`config.mk`:
```
export PLATFORM = sky130hd
export DESIGN_NAME = peripheral_msi_rr_watchdog_arbiter_wb
export DESIGN_NICKNAME = d
export VERILOG_FILES = /design/src/rtl/peripheral_msi_rr_watchdog_arbiter_wb.sv
export SDC_FILE = /design/constraint.sdc
export NUM_CORES = 1
export LEC_CHECK = 0
export CORE_AREA = 4 4 172 174
export DETAILED_ROUTE_END_ITERATION = 12
export DIE_AREA = 0 0 176 178
export DONT_BUFFER_PORTS = 1
export PLACE_DENSITY = 0.32
export SYNTH_ARGS = -nofsm -noshare
export SYNTH_HDL_FRONTEND = slang
export SYNTH_SLANG_ARGS = --single-unit
```
`constraint.sdc`:
```
create_clock -name wb_clk_i -period 2.5 [get_ports wb_clk_i]
set_input_delay 0 -clock wb_clk_i [delete_from_list [all_inputs] [get_ports wb_clk_i]]
set_output_delay 0 -clock wb_clk_i [all_outputs]
set_load 0.005 [all_outputs]
```
`src/rtl/peripheral_msi_rr_watchdog_arbiter_wb.sv`:
```
// Round-robin Wishbone arbiter sharing one slave port between NUM_MASTERS masters.
// Grant is held for the whole cyc; a watchdog aborts a silent slave with err to the owner.
module peripheral_msi_rr_watchdog_arbiter_wb #(
  parameter int NUM_MASTERS = 3,
  parameter int AW          = 32,
  parameter int DW          = 32,
  parameter int TIMEOUT     = 255
) (
  input  logic                          wb_clk_i,
  input  logic                          wb_rst_i,
  input  logic [NUM_MASTERS*AW-1:0]     wbm_adr_i,
  input  logic [NUM_MASTERS*DW-1:0]     wbm_dat_i,
  input  logic [NUM_MASTERS*DW/8-1:0]   wbm_sel_i,
  input  logic [NUM_MASTERS-1:0]        wbm_we_i,
  input  logic [NUM_MASTERS-1:0]        wbm_cyc_i,
  input  logic [NUM_MASTERS-1:0]        wbm_stb_i,
  input  logic [NUM_MASTERS*3-1:0]      wbm_cti_i,
  input  logic [NUM_MASTERS*2-1:0]      wbm_bte_i,
  output logic [NUM_MASTERS*DW-1:0]     wbm_dat_o,
  output logic [NUM_MASTERS-1:0]        wbm_ack_o,
  output logic [NUM_MASTERS-1:0]        wbm_err_o,
  output logic [NUM_MASTERS-1:0]        wbm_rty_o,
  output logic [AW-1:0]                 wbs_adr_o,
  output logic [DW-1:0]                 wbs_dat_o,
  output logic [DW/8-1:0]               wbs_sel_o,
  output logic                          wbs_we_o,
  output logic [2:0]                    wbs_cti_o,
  output logic [1:0]                    wbs_bte_o,
  output logic                          wbs_cyc_o,
  output logic                          wbs_stb_o,
  input  logic [DW-1:0]                 wbs_dat_i,
  input  logic                          wbs_ack_i,
  input  logic                          wbs_err_i,
  input  logic                          wbs_rty_i,
  output logic [NUM_MASTERS-1:0]        grant_o,
  output logic                          timeout_o
);

  localparam int SW  = DW / 8;
  localparam int IW  = (NUM_MASTERS > 1) ? $clog2(NUM_MASTERS) : 1;
  localparam int WDW = (TIMEOUT > 0) ? $clog2(TIMEOUT + 1) : 1;

  typedef enum logic [1:0] {S_IDLE, S_GRANT, S_ABORT} state_e;

  state_e                  state_q;
  logic [IW-1:0]           owner_q, last_q;
  logic [NUM_MASTERS-1:0]  grant_q;
  logic [WDW-1:0]          wdog_q, wdog_d;
  logic                    wdog_hit;
  logic [IW-1:0]           pick_idx, cand;
  logic                    pick_valid;
  logic                    owner_cyc, owner_stb, in_grant, in_abort, resp;

  assign owner_cyc = wbm_cyc_i[owner_q];
  assign owner_stb = wbm_stb_i[owner_q];
  assign in_grant  = (state_q == S_GRANT);
  assign in_abort  = (state_q == S_ABORT);
  assign resp      = wbs_ack_i | wbs_err_i | wbs_rty_i;

  assign wbs_cyc_o = in_grant & owner_cyc;
  assign wbs_stb_o = in_grant & owner_stb;
  assign grant_o   = grant_q;
  assign timeout_o = in_abort;
  assign wbm_dat_o = {NUM_MASTERS{wbs_dat_i}};

  assign wbm_ack_o = in_grant ? (grant_q & {NUM_MASTERS{wbs_ack_i}}) : '0;
  assign wbm_rty_o = in_grant ? (grant_q & {NUM_MASTERS{wbs_rty_i}}) : '0;
  assign wbm_err_o = in_grant ? (grant_q & {NUM_MASTERS{wbs_err_i}}) :
                     in_abort ? grant_q : '0;

  // Descending scan so the last hit is the closest requester after last_q.
  always_comb begin
    // NOTE: every always_comb output gets a default first so no latch is inferred.
    pick_valid = 1'b0;
    pick_idx   = '0;
    cand       = '0;
    for (int i = NUM_MASTERS; i >= 1; i--) begin
      cand = IW'((int'(last_q) + i) % NUM_MASTERS);
      if (wbm_cyc_i[cand]) begin
        pick_valid = 1'b1;
        pick_idx   = cand;
      end
    end
  end

  always_comb begin
    wbs_adr_o = wbm_adr_i[AW-1:0];
    wbs_dat_o = wbm_dat_i[DW-1:0];
    wbs_sel_o = wbm_sel_i[SW-1:0];
    wbs_we_o  = wbm_we_i[0];
    wbs_cti_o = wbm_cti_i[2:0];
    wbs_bte_o = wbm_bte_i[1:0];
    for (int k = 1; k < NUM_MASTERS; k++) begin
      if (owner_q == IW'(k)) begin
        wbs_adr_o = wbm_adr_i[k*AW +: AW];
        wbs_dat_o = wbm_dat_i[k*DW +: DW];
        wbs_sel_o = wbm_sel_i[k*SW +: SW];
        wbs_we_o  = wbm_we_i[k];
        wbs_cti_o = wbm_cti_i[k*3 +: 3];
        wbs_bte_o = wbm_bte_i[k*2 +: 2];
      end
    end
  end

  // Saturating watchdog; hit means the counter reaches TIMEOUT this cycle.
  always_comb begin
    wdog_d   = '0;
    wdog_hit = 1'b0;
    if (TIMEOUT > 0 && wbs_stb_o && !resp) begin
      wdog_d   = (wdog_q == WDW'(TIMEOUT)) ? wdog_q : wdog_q + WDW'(1);
      wdog_hit = (wdog_d == WDW'(TIMEOUT));
    end
  end

  always_ff @(posedge wb_clk_i or negedge wb_rst_i) begin
    // NOTE: sequential state uses non-blocking assignments so all registers update together.
    if (!wb_rst_i) begin
      state_q <= S_IDLE;
      owner_q <= '0;
      last_q  <= IW'(NUM_MASTERS - 1);
      grant_q <= '0;
      wdog_q  <= '0;
    end else begin
      case (state_q)
        S_IDLE: begin
          wdog_q <= '0;
          if (pick_valid) begin
            owner_q <= pick_idx;
            grant_q <= {{(NUM_MASTERS-1){1'b0}}, 1'b1} << pick_idx;
            state_q <= S_GRANT;
          end
        end
        S_GRANT: begin
          if (!owner_cyc) begin
            last_q  <= owner_q;
            owner_q <= '0;
            grant_q <= '0;
            wdog_q  <= '0;
            state_q <= S_IDLE;
          end else begin
            wdog_q <= wdog_d;
            if (wdog_hit) state_q <= S_ABORT;
          end
        end
        S_ABORT: begin
          last_q  <= owner_q;
          owner_q <= '0;
          grant_q <= '0;
          wdog_q  <= '0;
          state_q <= S_IDLE;
        end
        default: state_q <= S_IDLE;
      endcase
    end
  end

endmodule
```
==> results of run 1 <==
-- cell type report --
type / instances / share of cell area [%]
Tap cell: 378 / 14.18
Clock buffer: 4 / 2.364
Multi-Input combinational cell: 350 / 59.77
Inverter: 13 / 1.463
Antenna cell: 1 / 0.07505
Sequential cell: 17 / 12.83
Timing Repair Buffer: 36 / 9.306
-- final timing paths --
| kind | endpoint | slack [ns] | cells past startpoint |
|---|---|---|---|
| setup / recovery | wdog_q[3]$_DFFE_PN0P_ | 0.31 | 8 |
| hold / removal | wbm_dat_o[69] | 0.000004 | 0 |
| setup reg to reg | wdog_q[3]$_DFFE_PN0P_ | 0.31 | 8 |
| hold reg to reg | last_q[1]$_DFFE_PN1P_ | 0.50 | 2 |
| max in group asynchronous | owner_q[0]$_DFFE_PN0P_ | 1.60 | 1 |
| min in group asynchronous | state_q[0]$_DFFE_PN0P_ | 0.31 | 1 |
-- sequential cells by signal, indices dropped and copies added, names as in the netlist --
name     count
grant_o      3
last_q       2
owner_q      2
state_q      2
wdog_q       8
-- cell usage in the layout, fill, tap and decap left out, types with 3 or more instances in the layout --
cell type and n:
nor2b_1 13, o21ai_0 7, ha_1 8, nand2_1 6, mux2i_1 11, mux2_1 3, and3_1 10, o22ai_1 67
nand3_1 4, nor2_1 142, clkbuf_16 3, a211oi_1 8, a31oi_1 3, buf_12 3, buf_4 32, inv_1 13
a21oi_1 23, nor3_1 4, dfrtp_1 15
-- layer usage --
| metal | up-vias | track usage (%) |
|---|---|---|
| met5 | - | 0 |
| met4 | 4 | 3.541 |
| met3 | 55 | 9.029 |
| met2 | 234 | 15.62 |
| met1 | 1488 | 12.75 |
| li1 | 1516 | - |
-- logic make-up (layout without fill, tap and decap cells) --
kind of cell               Yosys count  after routing
AOI/OAI and AO/OA                  127            127
DFF                                 17             17
muxes                               16             16
xor gates and xnor gates             1              1
buffers and inverters              141             53
and+or+nand+nor                    195            195
other                                0              1
adders and majority gates           11             11
-- metrics by stage --
step                hold slack (ns)  worst slack [ns]  cell area, um^2
finish                  0.000003869            0.3107             3334
global route             0.00002041           0.07611             3332
CTS                      0.00007263            0.2882             3332
detailed placement          -0.2948            0.3105             3243
global placement            -0.2948            0.3415             3243
floorplan                   -0.2956            0.2239             3312
-- power by group through the flow --
stage	clock network [mW]	logic, mW	registers (mW)
after global placement	0	2.49	0.399
after detailed placement	0	2.49	0.397
after CTS	0.341	2.51	0.393
after floorplan	0	1.51	0.364
final	0.328	2.40	0.392
after global routing	0.352	2.72	0.403
==> metrics.cfg, run 1 <==
[setup_path]
cp.buffers_inverters = 3
crit_path_start = state_q[1]$_DFFE_PN0P_
path_class = flop to flop
crit_required_ns = 2.67
cpMostUsedCell = inv_1
slowest_stage = or4_1
cp_cell_sequence = inv_1, ha_1, inv_1, or4_1, nor4_4, buf_4, o21ai_0, a31oi_1
cpPeakStageDelay_ns = 0.59
crit_family = simple AND/OR/NAND/NOR gates
cp.arrival_ns = 2.36
r2r_start = state_q[1]$_DFFE_PN0P_
cp-end-kind = flop
start_kind = flop
path_max_fanout = 14

[cells_and_area]
seq_area_um2 = 427.9
drive_gt1_share_pct = 11.67
nets = 694
multiInputGateArea_um2 = 1993
synthToLayoutAreaGrowth_pct = 0.6801
post-route-util_pct = 12.00
nFillCells = 3296
instances_no_fill = 799

[drt]
viasPerCell = 4.126
drt_first_pass_iters = 4
ant_nets = 0
drc = 0
routed_wl_mm = 19.93
wl_met1_mm = 7.136
dr_wl_met2_mm = 8.528
wire_per_inst_um = 24.94
drtIter0Drc = 136
wl_met3_mm = 3.560
vias = 3297
routed.top_layer = met5

[power_and_ir_drop]
swShare_pct = 55.91
p_comb_share_pct = 76.9
power_frac_seq_pct = 12.6
pwr-share-clk_pct = 10.5
power_density_nw_per_um2 = 937.1
p_int_mw = 1.378
power_mw = 3.125
p_leak_nw = 1.227
power.net_switching_mw = 1.747
max-vdd-ir-drop_mv = 0.2534

[global_routing]
grt_usage_pct = 11.14
grt_max_degree = 67
grt_pass1_vias = 3201
antenna_found_initial = 2
grt_overflow_total = 0
grt_pass1_wl_mm = 24.91

[yosys]
synth_mux_area_share_pct = 5.025
post-synth-top-area-cell = buf_4
synth_top_family_by_area = buffers and inverters
synthFlopType = dfrtp_1
syn_area_per_cell_um2 = 6.520
ys_warn_count = 0
synth_xor_area_share_pct = 0.2645
yosysSeqAreaShare_pct = 12.88
syn_inst = 508
syn-num-nets = 781
ys_ff_latch = 17
synth_most_common_cell = nor2_1
synthArstFlopShare_pct = 100.0
ys_top_cells_by_count = nor2_1 (142), buf_4 (96), o22ai_1 (67)
synth_cell_types = 51
yosys.area_share.simple_pct = 26.18
synth-compound-area-share_pct = 24.52
syn-cell-area_um2 = 3312
synth.area.top_cells = buf_4 (22%), nor2_1 (16%), o22ai_1 (13%)
yosysTopAreaCellShare_pct = 21.76
synthAdderAreaFrac_pct = 3.967
synth-edff-count = 0

[die]
ios = 450
rows = 61
die_area_um2 = 31330
dieWidth_um = 176
core-area_um2 = 27780
initial_core_util_pct = 11.92
die_h_um = 178

[place]
dp_hpwl_mm = 17.39
port_buffers = 0
gp_congestion = 0.7399
dp.cells = 793

[sta]
setup_violations = 0
slew_viol_final = 0
slew_headroom_pct = 42.10
timing.final.crit_share_pct = 87.57
fmax_mhz = 456.8
rsz0062_at_grt = false
fin_setup_tns_ns = 0
layout_min_cycle_time_ns = 2.189
tightest_slew_ns = 0.8656
fin_skew_ns = 0.002798
hold_violations = 0

[clock_network]
cts_htree_levels = 1
clockRootBuffer = clkbuf_16
cts_resized = 0
cts_sinks = 17
path_clk_slew_ns = 0.05
clkLatencyLatePin_ns = 0.25
hold_buffers = 1
clk_path_buf_depth = 2
numCtsBuffers = 3
cts_setup_buffers = 0
cts_tree = yes

[run_status]
status = finished clean

[run]
maxCapViolations = 0

[worst_hold_path]
worst_hold_path_type = primary input to primary output
hp-start = wbs_dat_i[5]

No activity file was read; power rests on OpenSTA's default activity.
==> run 2, diff against run 1 <==
Settings changed: REMOVE_ABC_BUFFERS from default to 1, SLEW_MARGIN from default to 20.
==> run 2 against run 1 <==
Effect of this change:
- critical path type unchanged
- clock skew up 0.0067 ns
- largest cell class unchanged
- non-clock buffer count up 7
- final cell count up 0.75%
- sequential power down 2%
- register-to-register slack worse by 0.04 ns
==> metrics.cfg, run 2 (synthesis results as in run 1) <==
[power_and_ir_drop]
p_leak_nw = 1.253  ; was 1.227 nW
power_mw = 3.084  ; was 3.125 mW
power_density_nw_per_um2 = 918.1  ; was 937.1 nW/um^2
max-vdd-ir-drop_mv = 0.2922  ; was 0.2534 mV

[setup_path]
cp.arrival_ns = 2.41  ; was 2.36 ns
cp-end-kind = flop  ; unchanged
path_class = flop to flop  ; unchanged
path_max_fanout = 14  ; unchanged
start_kind = flop  ; unchanged
cpMostUsedCell = inv_1  ; unchanged
reg2regPathDepth = 8  ; unchanged
cp.buffers_inverters = 3  ; unchanged
reg2reg_slack_ns = 0.27  ; was 0.31 ns
cp_cell_sequence = inv_1, ha_1, inv_1, or4_1, nor4_4, buf_4, o21ai_0, a31oi_1  ; unchanged
rr_endpoint = wdog_q[3]$_DFFE_PN0P_  ; unchanged
slowest_stage = or4_1  ; unchanged
cp_num_cells = 8  ; unchanged
crit_family = simple AND/OR/NAND/NOR gates  ; unchanged
r2r_start = state_q[1]$_DFFE_PN0P_  ; unchanged
cpPeakStageDelay_ns = 0.60  ; was 0.59 ns
crit_required_ns = 2.68  ; was 2.67 ns

[global_routing]
grt_pass1_vias = 3221  ; was 3201
grt_max_degree = 48  ; was 67
antenna_found_initial = 1  ; was 2
grt_usage_pct = 12.26  ; was 11.14%
grt_overflow_total = 0  ; unchanged
grt_pass1_wl_mm = 27.10  ; was 24.91 mm

[worst_hold_path]
hold_path_depth = 0  ; unchanged
holdPathEnd = wbm_dat_o[86]  ; was wbm_dat_o[69]
hp-start = wbs_dat_i[22]  ; was wbs_dat_i[5]
worst_hold_path_type = primary input to primary output  ; unchanged

[die]
die_h_um = 178  ; unchanged
initial_core_util_pct = 11.92  ; unchanged
ios = 450  ; unchanged
rows = 61  ; unchanged
core-area_um2 = 27780  ; unchanged
dieWidth_um = 176  ; unchanged
die_area_um2 = 31330  ; unchanged

[run_status]
status = finished clean  ; unchanged

[clock_network]
hold_buffers = 1  ; unchanged
cts_resized = 0  ; unchanged
cts_htree_levels = 1  ; unchanged
cts_sinks = 17  ; unchanged
clk_path_buf_depth = 2  ; unchanged
numCtsBuffers = 3  ; unchanged
clkLatencyLatePin_ns = 0.26  ; was 0.25 ns
cts_tree = yes  ; unchanged
path_clk_slew_ns = 0.06  ; was 0.05 ns
clockRootBuffer = clkbuf_16  ; unchanged
cts_setup_buffers = 0  ; unchanged

[sta]
hold_violations = 0  ; unchanged
setup_violations = 0  ; unchanged
slew_headroom_pct = 39.95  ; was 42.10%
fin_skew_ns = 0.009492  ; was 0.002798 ns
rsz0062_at_grt = false  ; unchanged
layout_min_cycle_time_ns = 2.225  ; was 2.189 ns
timing.final.crit_share_pct = 89.01  ; was 87.57%
fin_ws_ns = 0.2748  ; was 0.3107 ns
fmax_mhz = 449.4  ; was 456.8 MHz
tightest_slew_ns = 0.8978  ; was 0.8656 ns
slew_viol_final = 0  ; unchanged

[cells_and_area]
synthToLayoutAreaGrowth_pct = 1.436  ; was 0.6801%
nets = 701  ; was 694
mostFrequentLayoutCell = nor2_1  ; unchanged
antennaDiodeCount = 0  ; was 1
largest_reg_flops = 8  ; unchanged
seq_area_um2 = 426.7  ; was 427.9 um^2
drive_gt1_share_pct = 13.11  ; was 11.67%
nFillCells = 3295  ; was 3296
top_register = wdog_q  ; unchanged
final_cell_mix = nor2_1 (142), o22ai_1 (67), buf_4 (41), a21oi_1 (23), dfrtp_1 (16)  ; was nor2_1 (142), o22ai_1 (67), buf_4 (32), a21oi_1 (23), dfrtp_1 (15)
multiInputGateArea_um2 = 1993  ; unchanged

[drt]
wire_per_inst_um = 26.82  ; was 24.94 um
routed_wl_mm = 21.59  ; was 19.93 mm
drt_first_pass_iters = 4  ; unchanged
ant_nets = 0  ; unchanged
vias = 3367  ; was 3297
drtIter0Drc = 144  ; was 136
viasPerCell = 4.183  ; was 4.126
drc = 0  ; unchanged

[run]
maxCapViolations = 0  ; unchanged

[place]
gp_congestion = 0.7377  ; was 0.7399
dpl_worst_slack_ns = 0.2952  ; was 0.3105 ns
port_buffers = 0  ; unchanged
dp_hpwl_mm = 18.95  ; was 17.39 mm

run 2: cell count changes in the layout (fill, tap and decap cells not counted), sizes merged:
cell	previous run	this run
clkinv	0	1
diode	1	0
buf	35	42
clkbuf	4	3
run 2: per-layer routing:
layer | vias to the layer above | track usage (%) | wire [um]
met5 | - | 2.564 | 112
met4 | 2 | 0.8447 | 62
met3 | 7 | 10.05 | 3864
met2 | 279 | 17.18 | 8951
met1 | 1556 | 14.95 | 8597
li1 | 1523 | - | -
run 2: worst max-delay path by stage:
stage	from	to
floorplan	owner_q[0]$_DFFE_PN0P_	wbs_adr_o[0]
global placement	state_q[1]$_DFFE_PN0P_	wdog_q[3]$_DFFE_PN0P_
detailed placement	last_q[1]$_DFFE_PN1P_	grant_o[1]$_DFFE_PN0P_
CTS	owner_q[1]$_DFFE_PN0P_	wbs_dat_o[25]
global route	owner_q[1]$_DFFE_PN0P_	wbs_adr_o[12]
finish	state_q[1]$_DFFE_PN0P_	wdog_q[3]$_DFFE_PN0P_
run 2: power by group:
group / leakage [nW] / total, mW / switching [mW] / internal [mW]
clock network: 0.0409 / 0.342 / 0.127 / 0.215
registers: 0.227 / 0.383 / 0.0604 / 0.322
logic: 0.984 / 2.36 / 1.50 / 0.859
run 2: through the flow:
step           cells  setup TNS [ns]  utilization, %  instance area [um^2]  hold WS [ns]
6_report         805               0           12.09                  3359    0.00003988
3_3_place_gp     800               0           11.77                  3269       -0.2948
2_1_floorplan    380          -93.50               -                  2461       -0.2956
4_1_cts          805               0           12.09                  3359    0.00009986
3_5_place_dp     800               0           11.77                  3269       -0.2949
5_1_grt          805               0           12.09                  3359    0.00008915
run 2: area by class of cell:
| cell class | count | area share [%] |
|---|---|---|
| Clock buffer | 3 | 2.235 |
| Clock inverter | 1 | 0.1490 |
| Inverter | 13 | 1.453 |
| Multi-Input combinational cell | 350 | 59.33 |
| Sequential cell | 17 | 12.70 |
| Tap cell | 378 | 14.08 |
| Timing Repair Buffer | 43 | 10.06 |
==> run 3, diff against run 2 <==
Settings changed: RECOVER_POWER from default to 100, SLEW_MARGIN 20 to default.
==> run 3 against run 2 <==
Effect of this change:
- clock skew decreased by 0.00067 ns
- via count shrank 0.48%
- die area is the same
- largest power group unchanged
- highest routed layer unchanged
==> metrics.cfg, run 3 (synthesis results as in run 1) <==
[setup_path]
rr_endpoint = grant_o[1]$_DFFE_PN0P_  ; was wdog_q[3]$_DFFE_PN0P_
path_class = flop to flop  ; unchanged
cp-end-kind = flop  ; unchanged
crit_family = adder cells  ; was simple AND/OR/NAND/NOR gates
cp_cell_sequence = ha_1, maj3_1, a222oi_1, o21a_1, mux2_1  ; was inv_1, ha_1, inv_1, or4_1, nor4_4, buf_4, o21ai_0, a31oi_1
cp.arrival_ns = 2.41  ; about the same
r2r_start = last_q[1]$_DFFE_PN1P_  ; was state_q[1]$_DFFE_PN0P_
path_max_fanout = 7  ; was 14
start_kind = flop  ; unchanged
slowest_stage = dfstp_1  ; was or4_1
crit_required_ns = 2.63  ; was 2.68 ns
reg2reg_slack_ns = 0.22  ; was 0.27 ns
cpPeakStageDelay_ns = 0.54  ; was 0.60 ns
cp.buffers_inverters = 0  ; was 3
reg2regPathDepth = 5  ; was 8

[cells_and_area]
drive_gt1_share_pct = 8.431  ; was 13.11%
post-route-util_pct = 11.75  ; was 12.09%
nets = 701  ; unchanged
synthToLayoutAreaGrowth_pct = -1.398  ; was 1.436%
fin_area_um2 = 3266  ; was 3359 um^2
instances_no_fill = 805  ; unchanged
final_cell_mix = nor2_1 (142), o22ai_1 (67), a21oi_1 (23), clkbuf_1 (17), dfrtp_1 (16)  ; was nor2_1 (142), o22ai_1 (67), buf_4 (41), a21oi_1 (23), dfrtp_1 (16)
mostFrequentLayoutCell = nor2_1  ; unchanged
antennaDiodeCount = 0  ; unchanged
largest_reg_flops = 8  ; unchanged
nFillCells = 3312  ; was 3295
top_register = wdog_q  ; unchanged

[global_routing]
grt_pass1_wl_mm = 27.10  ; unchanged
grt_usage_pct = 12.26  ; unchanged
grt-busiest-layer = met2  ; unchanged
grt_overflow_total = 0  ; unchanged
grtUsageMet2_pct = 17.18  ; unchanged
grt_pass1_vias = 3221  ; unchanged
grtUsageMet3_pct = 10.05  ; unchanged
antenna_found_initial = 1  ; unchanged
use_met1_pct = 14.95  ; unchanged
grt_max_degree = 48  ; unchanged

[place]
dp_hpwl_mm = 18.95  ; unchanged
dp.cells = 800  ; unchanged
port_buffers = 0  ; unchanged
gp_congestion = 0.7377  ; unchanged
placed_cell_area_um2 = 3269  ; unchanged
dpl_worst_slack_ns = 0.2952  ; unchanged

[sta]
setup_violations = 0  ; unchanged
rsz0062_at_grt = false  ; unchanged
timing.final.crit_share_pct = 91.33  ; was 89.01%
fin_ws_ns = 0.2167  ; was 0.2748 ns
fmax_mhz = 438.0  ; was 449.4 MHz
tightest_slew_ns = 0.9011  ; was 0.8978 ns
fin_skew_ns = 0.008825  ; was 0.009492 ns
slew_viol_final = 0  ; unchanged
slew_headroom_pct = 39.73  ; was 39.95%
holdWs_ns = 0.00004027  ; was 0.00003988 ns
layout_min_cycle_time_ns = 2.283  ; was 2.225 ns
hold_violations = 0  ; unchanged
fin_setup_tns_ns = 0  ; unchanged

[power_and_ir_drop]
power_density_nw_per_um2 = 898.9  ; was 918.1 nW/um^2
p_leak_nw = 1.182  ; was 1.253 nW
power.net_switching_mw = 1.681  ; was 1.688 mW
p_comb_share_pct = 75.3  ; was 76.5%
power_mw = 2.936  ; was 3.084 mW
max-vdd-ir-drop_mv = 0.2642  ; was 0.2922 mV
pwr-share-clk_pct = 11.7  ; was 11.1%
p_int_mw = 1.254  ; was 1.397 mW
power_frac_seq_pct = 13.0  ; was 12.4%
swShare_pct = 57.27  ; was 54.72%

[clock_network]
clk_path_buf_depth = 2  ; unchanged
cts_tree = yes  ; unchanged
cts_htree_levels = 1  ; unchanged
clockRootBuffer = clkbuf_16  ; unchanged
cts_sinks = 17  ; unchanged
cts_resized = 0  ; unchanged
path_clk_slew_ns = 0.05  ; was 0.06 ns
hold_buffers = 1  ; unchanged
numCtsBuffers = 3  ; unchanged
clkLatencyLatePin_ns = 0.26  ; about the same
cts_setup_buffers = 0  ; unchanged

[run_status]
status = finished clean  ; unchanged

[drt]
wire_per_inst_um = 26.73  ; was 26.82 um
drc = 0  ; unchanged
routed_wl_mm = 21.52  ; was 21.59 mm
drt_first_pass_iters = 4  ; unchanged
vias = 3351  ; was 3367
drtIter0Drc = 145  ; was 144
ant_nets = 0  ; unchanged
viasPerCell = 4.163  ; was 4.183

[worst_hold_path]
holdPathEnd = wbm_dat_o[86]  ; unchanged
worst_hold_path_type = primary input to primary output  ; unchanged
hp-start = wbs_dat_i[22]  ; unchanged
hold_path_depth = 0  ; unchanged

[die]
rows = 61  ; unchanged
core-area_um2 = 27780  ; unchanged
dieWidth_um = 176  ; unchanged
ios = 450  ; unchanged
die_h_um = 178  ; unchanged
initial_core_util_pct = 11.92  ; unchanged
die_area_um2 = 31330  ; unchanged

[run]
maxCapViolations = 0  ; unchanged

## run 3: cell count changes in the layout (fill, tap and decap cells not counted), sizes merged
cell	before	now
buf	42	9
clkbuf	3	36
## run 3: worst register-to-register path, cell delays in order (launching register included)
cell	delay, ns
dfstp_1	0.54
ha_1	0.30
maj3_1	0.37
a222oi_1	0.34
o21a_1	0.26
mux2_1	0.35
## run 3: worst max path at each step
| stage | from | slack, ns | depth (start not counted) | to |
|---|---|---|---|---|
| global placement | state_q[1]$_DFFE_PN0P_ | 0.33 | 8 | wdog_q[3]$_DFFE_PN0P_ |
| global route | owner_q[1]$_DFFE_PN0P_ | 0.04 | 7 | wbs_dat_o[25] |
| detailed placement | last_q[1]$_DFFE_PN1P_ | 0.30 | 5 | grant_o[1]$_DFFE_PN0P_ |
| floorplan | owner_q[0]$_DFFE_PN0P_ | -1.42 | 4 | wbs_adr_o[0] |
| CTS | owner_q[1]$_DFFE_PN0P_ | 0.22 | 7 | wbs_dat_o[25] |
| finish | last_q[1]$_DFFE_PN1P_ | 0.22 | 5 | grant_o[1]$_DFFE_PN0P_ |
## run 3: area by class of cell
type / instances / area (um^2) / area share (%)
Timing Repair Buffer: 43 / 246.5 / 7.548
Tap cell: 378 / 473.0 / 14.48
Multi-Input combinational cell: 350 / 1991 / 60.96
Inverter: 13 / 48.80 / 1.494
Clock buffer: 3 / 75.07 / 2.299
Clock inverter: 1 / 5.005 / 0.1533
Sequential cell: 17 / 426.7 / 13.07
## run 3: routing by layer
metal	vias to the layer above	wire length, um
met5	-	112
met2	278	8961
li1	1527	-
met1	1537	8620
met3	7	3758
met4	2	62
## run 3: power by group through the flow
| stage | clock network (mW) | registers [mW] | logic [mW] |
|---|---|---|---|
| finish | 0.343 | 0.381 | 2.21 |
| global route | 0.363 | 0.391 | 2.50 |
| CTS | 0.354 | 0.384 | 2.44 |
| detailed placement | 0 | 0.389 | 2.43 |
| global placement | 0 | 0.389 | 2.43 |
| floorplan | 0 | 0.410 | 1.29 |
